File: src/rtl/msp430_pwm16.sv
// msp430_pwm16: 16-bit double-buffered PWM generator driven by the register-template control words.
// Optional sticky period-end interrupt flag is built when MSP430_PWM16_IRQ_EN is defined.
module msp430_pwm16 #(
    parameter logic IDLE_LVL = 1'b0
) (
    input  logic        mclk,
    input  logic        puc_rst,
    input  logic [15:0] period_in,
    input  logic [15:0] duty_in,
    input  logic        pwm_en,
    input  logic        irq_clr,
    output logic        pwm_out,
    output logic [15:0] cnt_val,
    output logic        period_end,
    output logic        pwm_irq
);

    typedef enum logic [1:0] {
        IDLE,
        LOAD,
        RUN
    } state_t;

    state_t      state, state_nxt;
    logic [15:0] cnt, cnt_nxt;
    logic [15:0] sh_period, sh_period_nxt;
    logic [15:0] sh_duty, sh_duty_nxt;
    logic        pwm_nxt;

    assign cnt_val    = cnt;
    assign period_end = (state == RUN) && (cnt == sh_period);

    always_comb begin
        state_nxt     = state;
        cnt_nxt       = cnt;
        sh_period_nxt = sh_period;
        sh_duty_nxt   = sh_duty;
        unique case (state)
            IDLE: begin
                cnt_nxt = '0;
                if (pwm_en && (period_in != '0))
                    state_nxt = LOAD;
            end
            LOAD: begin
                cnt_nxt       = '0;
                sh_period_nxt = period_in;
                sh_duty_nxt   = duty_in;
                state_nxt     = RUN;
            end
            RUN: begin
                if (cnt == sh_period) begin
                    cnt_nxt = '0;
                    if (!pwm_en || (period_in == '0)) begin
                        state_nxt = IDLE;
                    end else begin
                        sh_period_nxt = period_in;
                        sh_duty_nxt   = duty_in;
                    end
                end else begin
                    cnt_nxt = cnt + 16'd1;
                end
            end
            default: state_nxt = IDLE;
        endcase
        // Output is derived from next-state values so the register lines up with cnt_val.
        pwm_nxt = ((state_nxt == RUN) && (cnt_nxt < sh_duty_nxt)) ? ~IDLE_LVL : IDLE_LVL;
    end

    always_ff @(posedge mclk) begin
        if (puc_rst) begin
            state     <= IDLE;
            cnt       <= '0;
            sh_period <= '0;
            sh_duty   <= '0;
            pwm_out   <= IDLE_LVL;
        end else begin
            state     <= state_nxt;
            cnt       <= cnt_nxt;
            sh_period <= sh_period_nxt;
            sh_duty   <= sh_duty_nxt;
            pwm_out   <= pwm_nxt;
        end
    end

`ifdef MSP430_PWM16_IRQ_EN
    logic irq;

    // A new period end takes priority over a coincident clear.
    always_ff @(posedge mclk) begin
        if (puc_rst)
            irq <= 1'b0;
        else if (period_end)
            irq <= 1'b1;
        else if (irq_clr)
            irq <= 1'b0;
    end

    assign pwm_irq = irq;
`else
    logic irq_clr_unused;
    assign irq_clr_unused = irq_clr;
    assign pwm_irq        = 1'b0;
`endif

endmodule

File: config.mk
export PLATFORM = sky130hd
export DESIGN_NAME = msp430_pwm16
export DESIGN_NICKNAME = d
export VERILOG_FILES = /design/src/rtl/msp430_pwm16.sv
export SDC_FILE = /design/constraint.sdc
export NUM_CORES = 1
export LEC_CHECK = 0
export BUFFER_PORTS_ARGS = -buffer_cell sky130_fd_sc_hd__buf_2
export CORE_MARGIN = 8
export CORE_UTILIZATION = 50
export CTS_CLUSTER_SIZE = 25
export DETAILED_ROUTE_END_ITERATION = 7
export PLACE_DENSITY = 0.71
export SYNTH_ARGS = -nofsm -noshare
export SYNTH_HDL_FRONTEND = slang
export SYNTH_SLANG_ARGS = --single-unit
File: constraint.sdc
create_clock -name mclk -period 4.4 [get_ports mclk]
set_clock_uncertainty 0.05 [all_clocks]
set_input_delay 0.88 -clock mclk [delete_from_list [all_inputs] [get_ports mclk]]
set_output_delay 0.88 -clock mclk [all_outputs]
set_load 0.03 [all_outputs]
==> Implementation_results.wiki, run 1 <==
{| class="wikitable"
! Metric !! Value
|-
| Number of fillers in the final layout || about 500
|-
| Post-synthesis share of cell area spent on and, or, nand and nor gates || between 10% and 20%
|-
| Xor and xnor fraction of the mapped netlist area || between 9 and 10%
|-
| Maximum clock frequency || approximately 270 MHz
|-
| Transition at the pin with the smallest max-transition slack || 0.539 ns
|-
| Synthesized area || between 2000 and 3000 um2
|-
| Max stage delay cell, worst path || sky130_fd_sc_hd__dfxtp_1
|-
| Post-Place Cell Area || just over 3000 um2
|-
| Kind of critical path || flip-flop to flip-flop
|-
| Final period utilization || between 80% and 90%
|-
| Critical path cell sequence || xnor2_2 -> nand4_1 -> nor4_2 -> a31o_2 -> and2_1 -> a22oi_1 -> ha_1 -> a21oi_1 -> nor2b_1 -> o21ai_0 -> nand2_1 -> a221oi_1 -> nand2_1 -> nor4b_2
|-
| Most used cell, CP || sky130_fd_sc_hd__nand2_1
|-
| Power density relative to cell area || roughly 400 nW/um2
|-
| Number of global-route vias before repair || 2,384
|-
| Dominant combinational cell family by area after synthesis || simple AND/OR/NAND/NOR gates
|-
| Effective utilization at floorplan || 51.5%
|-
| Overall overflow remaining after global route || 0
|-
| Overall Global Routing Usage || roughly 16%
|-
| Critical Path Source Type || flip-flop
|-
| Run status || completed
|-
| Gates resized, CTS repair || 0
|-
| Remaining number of nets flagged by the antenna check after routing || 0
|-
| Wire length per cell || between 10 and 15 um
|-
| # diodes || 0
|-
| Dominant register cell in the synthesized netlist || sky130_fd_sc_hd__dfxtp_1
|-
| Synthesis-stage register bit count || 51
|-
| GR met2 Demand/Resource || approximately a quarter
|-
| Floorplan die area || roughly 8300 um2
|-
| Synthesis Warnings || 0
|-
| Cell with the most instances after synthesis || sky130_fd_sc_hd__nor2_1
|-
| Number of setup buffers added after CTS || 0
|-
| Iteration-0 DRC Markers || 165
|-
| Total setup violations reported at the end of the flow || 0
|-
| Remaining DRCs || 0
|-
| Core Footprint || 5510 um2
|-
| Clk pin slew, worst setup/hold paths || 0.09 ns
|-
| Max VDD drop || about 0.00028 V
|-
| Combined flip-flop and latch cell area || 1020 um2
|-
| Number of violations of the max-capacitance limit || 0
|-
| Height of the die || between 90 and 100 um
|-
| Post-synth EDFFs || 0
|-
| Net count of the mapped netlist || about 370
|-
| Leakage power total || 1.37 nW
|-
| Endpoint class of the critical path || flip-flop
|-
| RSZ-0062 raised after global routing || false
|-
| Grt met1 use || approximately a fifth
|-
| Largest driver fanout on the critical path || 12
|-
| Number of slew-limit violations in the final report || 0
|-
| Placement Rows || 27
|-
| Most used routing layer in global routing || met2
|-
| TritonCTS clock tree || yes
|-
| Number of instances in the synthesized netlist || ~310
|-
| Mux cell area share after synthesis || 5.65%
|-
| Portion of synthesized cell area occupied by the leading cell type || 36.0%
|-
| WL final || ~6400 um
|-
| Area Growth Syn to Fin || 12.2%
|-
| Clock Sinks || 51
|-
| Met3 capacity usage during global routing || 3.79%
|-
| Sequential element share of the synthesized area || a little over a third
|-
| 1st-pass router iterations || 4
|-
| Top Ports || 55
|-
| Maximum level of the CTS H-tree || 2
|-
| Final #Nets || about 410
|-
| Distinct cell type count of the synthesized netlist || 45
|-
| Placed wire-length estimate || between 5000 and 6000 um
|-
| Die W || roughly 91 um
|-
| Area of the multi-input gates || about 1700 um2
|-
| Number of buffers inserted for hold repair after clock tree synthesis || 0
|-
| Minimum clock period after layout || around 3.7 ns
|-
| Ys async rst share || 0%
|-
| Maximum clock insertion buffer count || 2
|-
| Buffer cell driving the clock tree root || sky130_fd_sc_hd__clkbuf_8
|-
| Cell taking the most area after synthesis || sky130_fd_sc_hd__dfxtp_1
|-
| Clock latency reported for the late side of the worst-skew pair || around 0.30 ns
|-
| Crit path DAT || approximately 3.9 ns
|-
| Per-cell via count in the routed design || 5.46
|-
| Post-synthesis compound-gate area fraction || between 10% and 20%
|-
| Number of vias in the routed layout || around 2,300
|-
| Data required time at the worst endpoint || between 4 and 5 ns
|-
| Clock buffers created by TritonCTS || 5
|-
| Setup tns final || 0 ns
|-
| Number of buffer cells added on primary ports || 52
|-
| Adder and majority cell fraction of the synthesized area || 8.82%
|-
| Synth area leaders || sky130_fd_sc_hd__dfxtp_1 36%, sky130_fd_sc_hd__ha_1 8.8%, sky130_fd_sc_hd__nor2_1 6.9%, sky130_fd_sc_hd__xnor2_1 5.9%, sky130_fd_sc_hd__mux2i_1 5.6%
|-
| Largest net degree at the start of global routing || 26
|-
| Final number of hold-violating endpoints || 0
|-
| Type of the most critical hold path || flip-flop to flip-flop
|-
| Final instance area || between 3000 and 4000 um2
|-
| Per-instance average area after synthesis || 9.12 um2
|-
| Initial antenna violation count || 0
|-
| Normalized max-slew margin || 63.8%
|-
| Leading post-synthesis cells by instance count || 52 x sky130_fd_sc_hd__nor2_1, 51 x sky130_fd_sc_hd__dfxtp_1, 20 x sky130_fd_sc_hd__ha_1, 19 x sky130_fd_sc_hd__xnor2_1, 17 x sky130_fd_sc_hd__a22o_1
|-
| Max stage delay on crit path || roughly 0.54 ns
|-
| Share of layout cells above drive strength 1 || between 20 and 25%
|-
| Routability-driven placement congestion ratio || between 0.7 and 0.8
|-
| Wire length of the first global-routing pass || 11,200 um
|}
## placed cells by master, fill, tap and decap left out, types with 2 or more instances in the layout
cell type | synthesis | layout
sky130_fd_sc_hd__nor4_1 | 4 | 4
sky130_fd_sc_hd__clkbuf_1 | 6 | 2
sky130_fd_sc_hd__nand3_1 | 7 | 7
sky130_fd_sc_hd__o21ai_0 | 8 | 8
sky130_fd_sc_hd__nor3_1 | 2 | 2
sky130_fd_sc_hd__nand2_1 | 14 | 14
sky130_fd_sc_hd__nor2_1 | 52 | 52
sky130_fd_sc_hd__ha_1 | 20 | 20
sky130_fd_sc_hd__o21a_1 | 3 | 3
sky130_fd_sc_hd__buf_2 | 5 | 52
sky130_fd_sc_hd__a31o_2 | 2 | 2
sky130_fd_sc_hd__a21o_1 | 3 | 3
sky130_fd_sc_hd__inv_1 | 6 | 6
sky130_fd_sc_hd__nor2b_1 | 6 | 6
sky130_fd_sc_hd__nand4_1 | 8 | 8
sky130_fd_sc_hd__dfxtp_1 | 51 | 51
sky130_fd_sc_hd__clkbuf_8 | 0 | 5
sky130_fd_sc_hd__xnor2_2 | 2 | 2
sky130_fd_sc_hd__mux2i_1 | 16 | 16
sky130_fd_sc_hd__and2_1 | 4 | 4
sky130_fd_sc_hd__a22oi_1 | 15 | 15
sky130_fd_sc_hd__a22o_1 | 17 | 17
sky130_fd_sc_hd__a31oi_1 | 2 | 2
sky130_fd_sc_hd__xor2_1 | 7 | 7
sky130_fd_sc_hd__buf_4 | 3 | 4
sky130_fd_sc_hd__xnor2_1 | 19 | 19
sky130_fd_sc_hd__a21oi_1 | 6 | 6
sky130_fd_sc_hd__and3_1 | 2 | 2
## cell families after synthesis
| group | after synthesis |
|---|---|
| simple gates | 109 |
| xor+xnor | 28 |
| flops | 51 |
| compound gates | 62 |
| other cells | 1 |
| buf+inv | 24 |
| mux | 16 |
| fa+ha+maj | 20 |
## worst paths after layout
path,cells past startpoint,slack (ns),start,end
worst max-delay path,14,0.71,cnt_val[3],pwm_out
worst min register to register,1,0.44,sh_duty[6],sh_duty[6]
worst min-delay path,1,0.44,sh_duty[6],sh_duty[6]
worst max register to register,14,0.71,cnt_val[3],pwm_out
## report_power, final
| part | leakage, nW | internal [mW] | total (mW) | switching (mW) |
|---|---|---|---|---|
| Combinational | 0.915 | 0.197 | 0.452 | 0.255 |
| Clock | 0.0422 | 0.112 | 0.262 | 0.150 |
| Sequential | 0.413 | 0.512 | 0.548 | 0.0358 |
## critical path: cells and delay by family (launching register included)
kind	cells	cell delay [ns]
AO/OA/AOI/OAI	5	1.01
adder cells (fa/ha/maj)	1	0.32
XOR/XNOR	1	0.16
flip-flops	1	0.54
AND/OR/NAND/NOR	7	1.53
## flip-flops by register name, indices dropped and copies added (netlist names)
register,cells
cnt_val,16
state,2
pwm_out,1
sh_period,16
sh_duty,16
## metrics by stage
step | instances | setup slack [ns] | hold WS (ns) | power [mW] | util [%]
after global routing | 429 | 0.445 | 0.459 | 1.35 | 57.8
after floorplan | 311 | 0.866 | 0.400 | 0.913 | -
after detailed placement | 421 | 0.421 | 0.414 | 1.01 | 56.3
after global placement | 421 | 0.437 | 0.411 | 1.00 | 56.3
final | 429 | 0.710 | 0.439 | 1.26 | 57.8
after CTS | 429 | 0.709 | 0.440 | 1.27 | 57.8
## layout make-up
cell class / instances / area share, %
clock inverters: 1 / 0.157
clock buffers: 7 / 2.40
flip-flops and latches: 51 / 32.1
well taps: 72 / 2.83
inverters: 6 / 0.708
multi-input cells: 236 / 52.7
repair buffers: 56 / 9.12
## metal layers
layer  part of all wire, %  vias to the layer above
met1                    46                     1094
met3                   5.8                        6
met2                    47                       49
met5                     0                        -
li1                      -                     1192
met4                  0.91                        0
Power figures use the tool's default switching activity.
==> run 2: changes to the inputs <==
--- a/config.mk
+++ b/config.mk
@@ -5,12 +5,13 @@
 export SDC_FILE = /design/constraint.sdc
 export NUM_CORES = 1
 export LEC_CHECK = 0
+export ABC_AREA = 1
 export BUFFER_PORTS_ARGS = -buffer_cell sky130_fd_sc_hd__buf_2
 export CORE_MARGIN = 8
 export CORE_UTILIZATION = 50
 export CTS_CLUSTER_SIZE = 25
 export DETAILED_ROUTE_END_ITERATION = 7
-export PLACE_DENSITY = 0.71
+export PLACE_DENSITY = 0.7
 export SYNTH_ARGS = -nofsm -noshare
 export SYNTH_HDL_FRONTEND = slang
 export SYNTH_SLANG_ARGS = --single-unit
==> constraint.sdc (replaced) <==
create_clock -name mclk -period 3.72 [get_ports mclk]
set_clock_uncertainty 0.05 [all_clocks]
set_input_delay 0.744 -clock mclk [delete_from_list [all_inputs] [get_ports mclk]]
set_output_delay 0.744 -clock mclk [all_outputs]
set_load 0.03 [all_outputs]
==> Implementation_results.wiki, run 2 <==
{| class="wikitable"
! Metric !! Value
|-
| Run status || completed
|-
| Part of the power in registers || approximately 36%
|-
| Critical Path Source Type || flip-flop
|-
| Number of instances in the synthesized netlist || around 490
|-
| Number of vias in the routed layout || 3,185
|-
| Normalized max-slew margin || 50.5%
|-
| Leading post-synthesis cells by instance count || 103 x sky130_fd_sc_hd__nand2_1, 91 x sky130_fd_sc_hd__nor2_1, 51 x sky130_fd_sc_hd__dfxtp_1, 42 x sky130_fd_sc_hd__o21ai_0, 38 x sky130_fd_sc_hd__inv_1
|-
| Data required time at the worst endpoint || slightly below 4 ns
|-
| Effective utilization at floorplan || about half
|-
| TritonCTS clock tree || yes
|-
| # diodes || 0
|-
| Crit path DAT || ~3.4 ns
|-
| Clock buffers created by TritonCTS || 5
|-
| Placed wire-length estimate || just over 6000 um
|-
| Final period utilization || just under 90%
|-
| Remaining DRCs || 0
|-
| Number of violations of the max-capacitance limit || 0
|-
| Wire length per cell || 13.1 um
|-
| Routability-driven placement congestion ratio || ~0.8
|-
| Cell with the most instances after synthesis || sky130_fd_sc_hd__nand2_1
|-
| Die W || 97.0 um
|-
| Clock latency reported for the late side of the worst-skew pair || 0.30 ns
|-
| Area Growth Syn to Fin || 11.0%
|-
| Kind of critical path || flip-flop to flip-flop
|-
| Synthesized area || between 3000 and 4000 um2
|-
| Overall Global Routing Usage || 16.8%
|-
| Power density relative to cell area || ~560 nW/um2
|-
| Iteration-0 DRC Markers || between 150 and 200
|-
| Sequential element share of the synthesized area || 31.2%
|-
| Total setup violations reported at the end of the flow || 0
|-
| Number of slew-limit violations in the final report || 0
|-
| Clock Sinks || 51
|-
| Floorplan die area || 9400 um2
|-
| Post-Place Cell Area || 3570 um2
|-
| Core Footprint || roughly 6300 um2
|-
| Endpoint class of the critical path || flip-flop
|-
| Number of global-route vias before repair || between 2,000 and 3,000
|-
| Leakage power total || ~1.6 nW
|-
| Maximum level of the CTS H-tree || 2
|-
| Max VDD drop || approximately 0.00032 V
|-
| Ys async rst share || 0%
|-
| Setup tns final || 0 ns
|-
| Max stage delay cell, worst path || sky130_fd_sc_hd__dfxtp_1
|-
| Switching Share || 43.5%
|-
| Leading cell type in the layout, fill and taps excluded || sky130_fd_sc_hd__nand2_1
|-
| Largest driver fanout on the critical path || 8
|-
| Final #Nets || 590
|-
| Max stage delay on crit path || 0.34 ns
|-
| Clk pwr share || approximately 15%
|-
| Synthesis-stage register bit count || slightly above 50
|-
| Type of the most critical hold path || flip-flop to flip-flop
|-
| Initial antenna violation count || 0
|-
| Minimum clock period after layout || 3.22 ns
|-
| Final instance area || around 3600 um2
|-
| Remaining number of nets flagged by the antenna check after routing || 0
|-
| Reported net switching power || just under 0.9 mW
|-
| Share of layout cells above drive strength 1 || about 16%
|-
| Critical path cell sequence || ha_1 -> inv_1 -> nand2_1 -> nor2_1 -> nand3_1 -> nor2_1 -> nand3_1 -> inv_1 -> a21oi_1 -> nor3_1 -> ha_1 -> a21oi_1 -> nor2_1 -> a211oi_1 -> o221a_2 -> nand3_1 -> a21oi_1
|-
| Overall overflow remaining after global route || 0
|-
| Final number of hold-violating endpoints || 0
|-
| Portion of synthesized cell area occupied by the leading cell type || around 31%
|-
| Share of the core filled with cells || 57.3%
|-
| WL final || 7990 um
|-
| Combinational group share of total power || around 49%
|-
| Number of setup buffers added after CTS || 0
|-
| Post-synth EDFFs || 0
|-
| Cell total after placement || approximately 600
|-
| Height of the die || between 90 and 100 um
|-
| Number of buffer cells added on primary ports || 52
|-
| Gates resized, CTS repair || 0
|-
| Net count of the mapped netlist || between 500 and 600
|-
| Buffer cell driving the clock tree root || sky130_fd_sc_hd__clkbuf_8
|-
| Dominant register cell in the synthesized netlist || sky130_fd_sc_hd__dfxtp_1
|-
| Clk pin slew, worst setup/hold paths || ~0.090 ns
|-
| Maximum clock insertion buffer count || 2
|-
| Largest net degree at the start of global routing || 35
|-
| Synth area leaders || sky130_fd_sc_hd__dfxtp_1 31%, sky130_fd_sc_hd__nand2_1 12%, sky130_fd_sc_hd__nor2_1 10%, sky130_fd_sc_hd__ha_1 7.6%, sky130_fd_sc_hd__o21ai_0 6.4%
|-
| Per-instance average area after synthesis || 6.66 um2
|-
| Wire length of the first global-routing pass || between 10,000 and 15,000 um
|-
| RSZ-0062 raised after global routing || false
|-
| Pint || roughly 1.2 mW
|-
| Cell taking the most area after synthesis || sky130_fd_sc_hd__dfxtp_1
|-
| Top Ports || 55
|-
| Maximum clock frequency || 311 MHz
|-
| Per-cell via count in the routed design || 5.22
|-
| Placement Rows || 29
|-
| Distinct cell type count of the synthesized netlist || 34
|-
| 1st-pass router iterations || 5
|-
| Highest-count cells in the layout ignoring fill and taps || 103 x sky130_fd_sc_hd__nand2_1, 91 x sky130_fd_sc_hd__nor2_1, 52 x sky130_fd_sc_hd__buf_2
|-
| Non-filler instance count after layout || 610
|-
| Synthesis Warnings || 0
|-
| Transition at the pin with the smallest max-transition slack || approximately 0.74 ns
|-
| Number of buffers inserted for hold repair after clock tree synthesis || 0
|}
-- run 2: logic make-up (layout without fill, tap and decap cells) --
group           after synthesis  in the layout  share of synthesized area [%]
simple gates                242            242                           30.7
xor+xnor                     16             16                           4.28
other cells                   1              1                          0.114
flops                        51             51                           31.2
fa+ha+maj                    20             20                           7.64
compound gates               93             93                           17.4
buf+inv                      69            110                           8.67
-- run 2: critical path: cells and delay by family, from the launching register on --
kind / cells / cell delay (ns)
AOI/OAI and AO/OA: 5 / 0.79
adders and majority gates: 2 / 0.60
buffers and inverters: 2 / 0.34
DFF: 1 / 0.34
and+or+nand+nor: 8 / 1.04
-- run 2: power by group through the flow --
stage | combinational [mW] | sequential [mW] | clock [mW]
global route | 1.16 | 0.755 | 0.331
finish | 1.00 | 0.741 | 0.304
global placement | 0.981 | 0.746 | 0
floorplan | 0.807 | 0.741 | 0
detailed placement | 1.01 | 0.753 | 0
CTS | 1.01 | 0.740 | 0.313
-- run 2: routing by layer --
layer | vias up | GRT usage, % | routed length, um
li1 | 1690 | - | -
met1 | 1442 | 20.6 | 3790
met2 | 47 | 28.7 | 3840
met3 | 6 | 3.63 | 286
met4 | 0 | 4.50 | 76
met5 | - | 0 | 0
-- run 2: path summary, 6_finish.rpt --
path / cells past startpoint / startpoint / slack (ns) / to
worst max-delay path: 17 / state[0] / 0.50 / pwm_out
worst min-delay path: 2 / sh_period[2] / 0.44 / sh_period[2]
worst max register to register: 17 / state[0] / 0.50 / pwm_out
worst min register to register: 2 / sh_period[2] / 0.44 / sh_period[2]
-- run 2: per-stage QoR --
step                power, mW  hold slack (ns)  setup WS, ns
floorplan                1.55            0.404         0.707
global placement         1.73            0.419         0.398
detailed placement       1.76            0.426         0.354
CTS                      2.06            0.442         0.536
global route             2.25            0.469         0.167
finish                   2.05            0.439         0.503
-- run 2: final cells by class --
class                      instances  area, um2
timing repair buffer              57        298
multi-input combinational        372       1970
tap                               77       96.3
sequential                        51       1020
inverter                          47        179
fill                             637       2710
clock buffer                       6       72.6
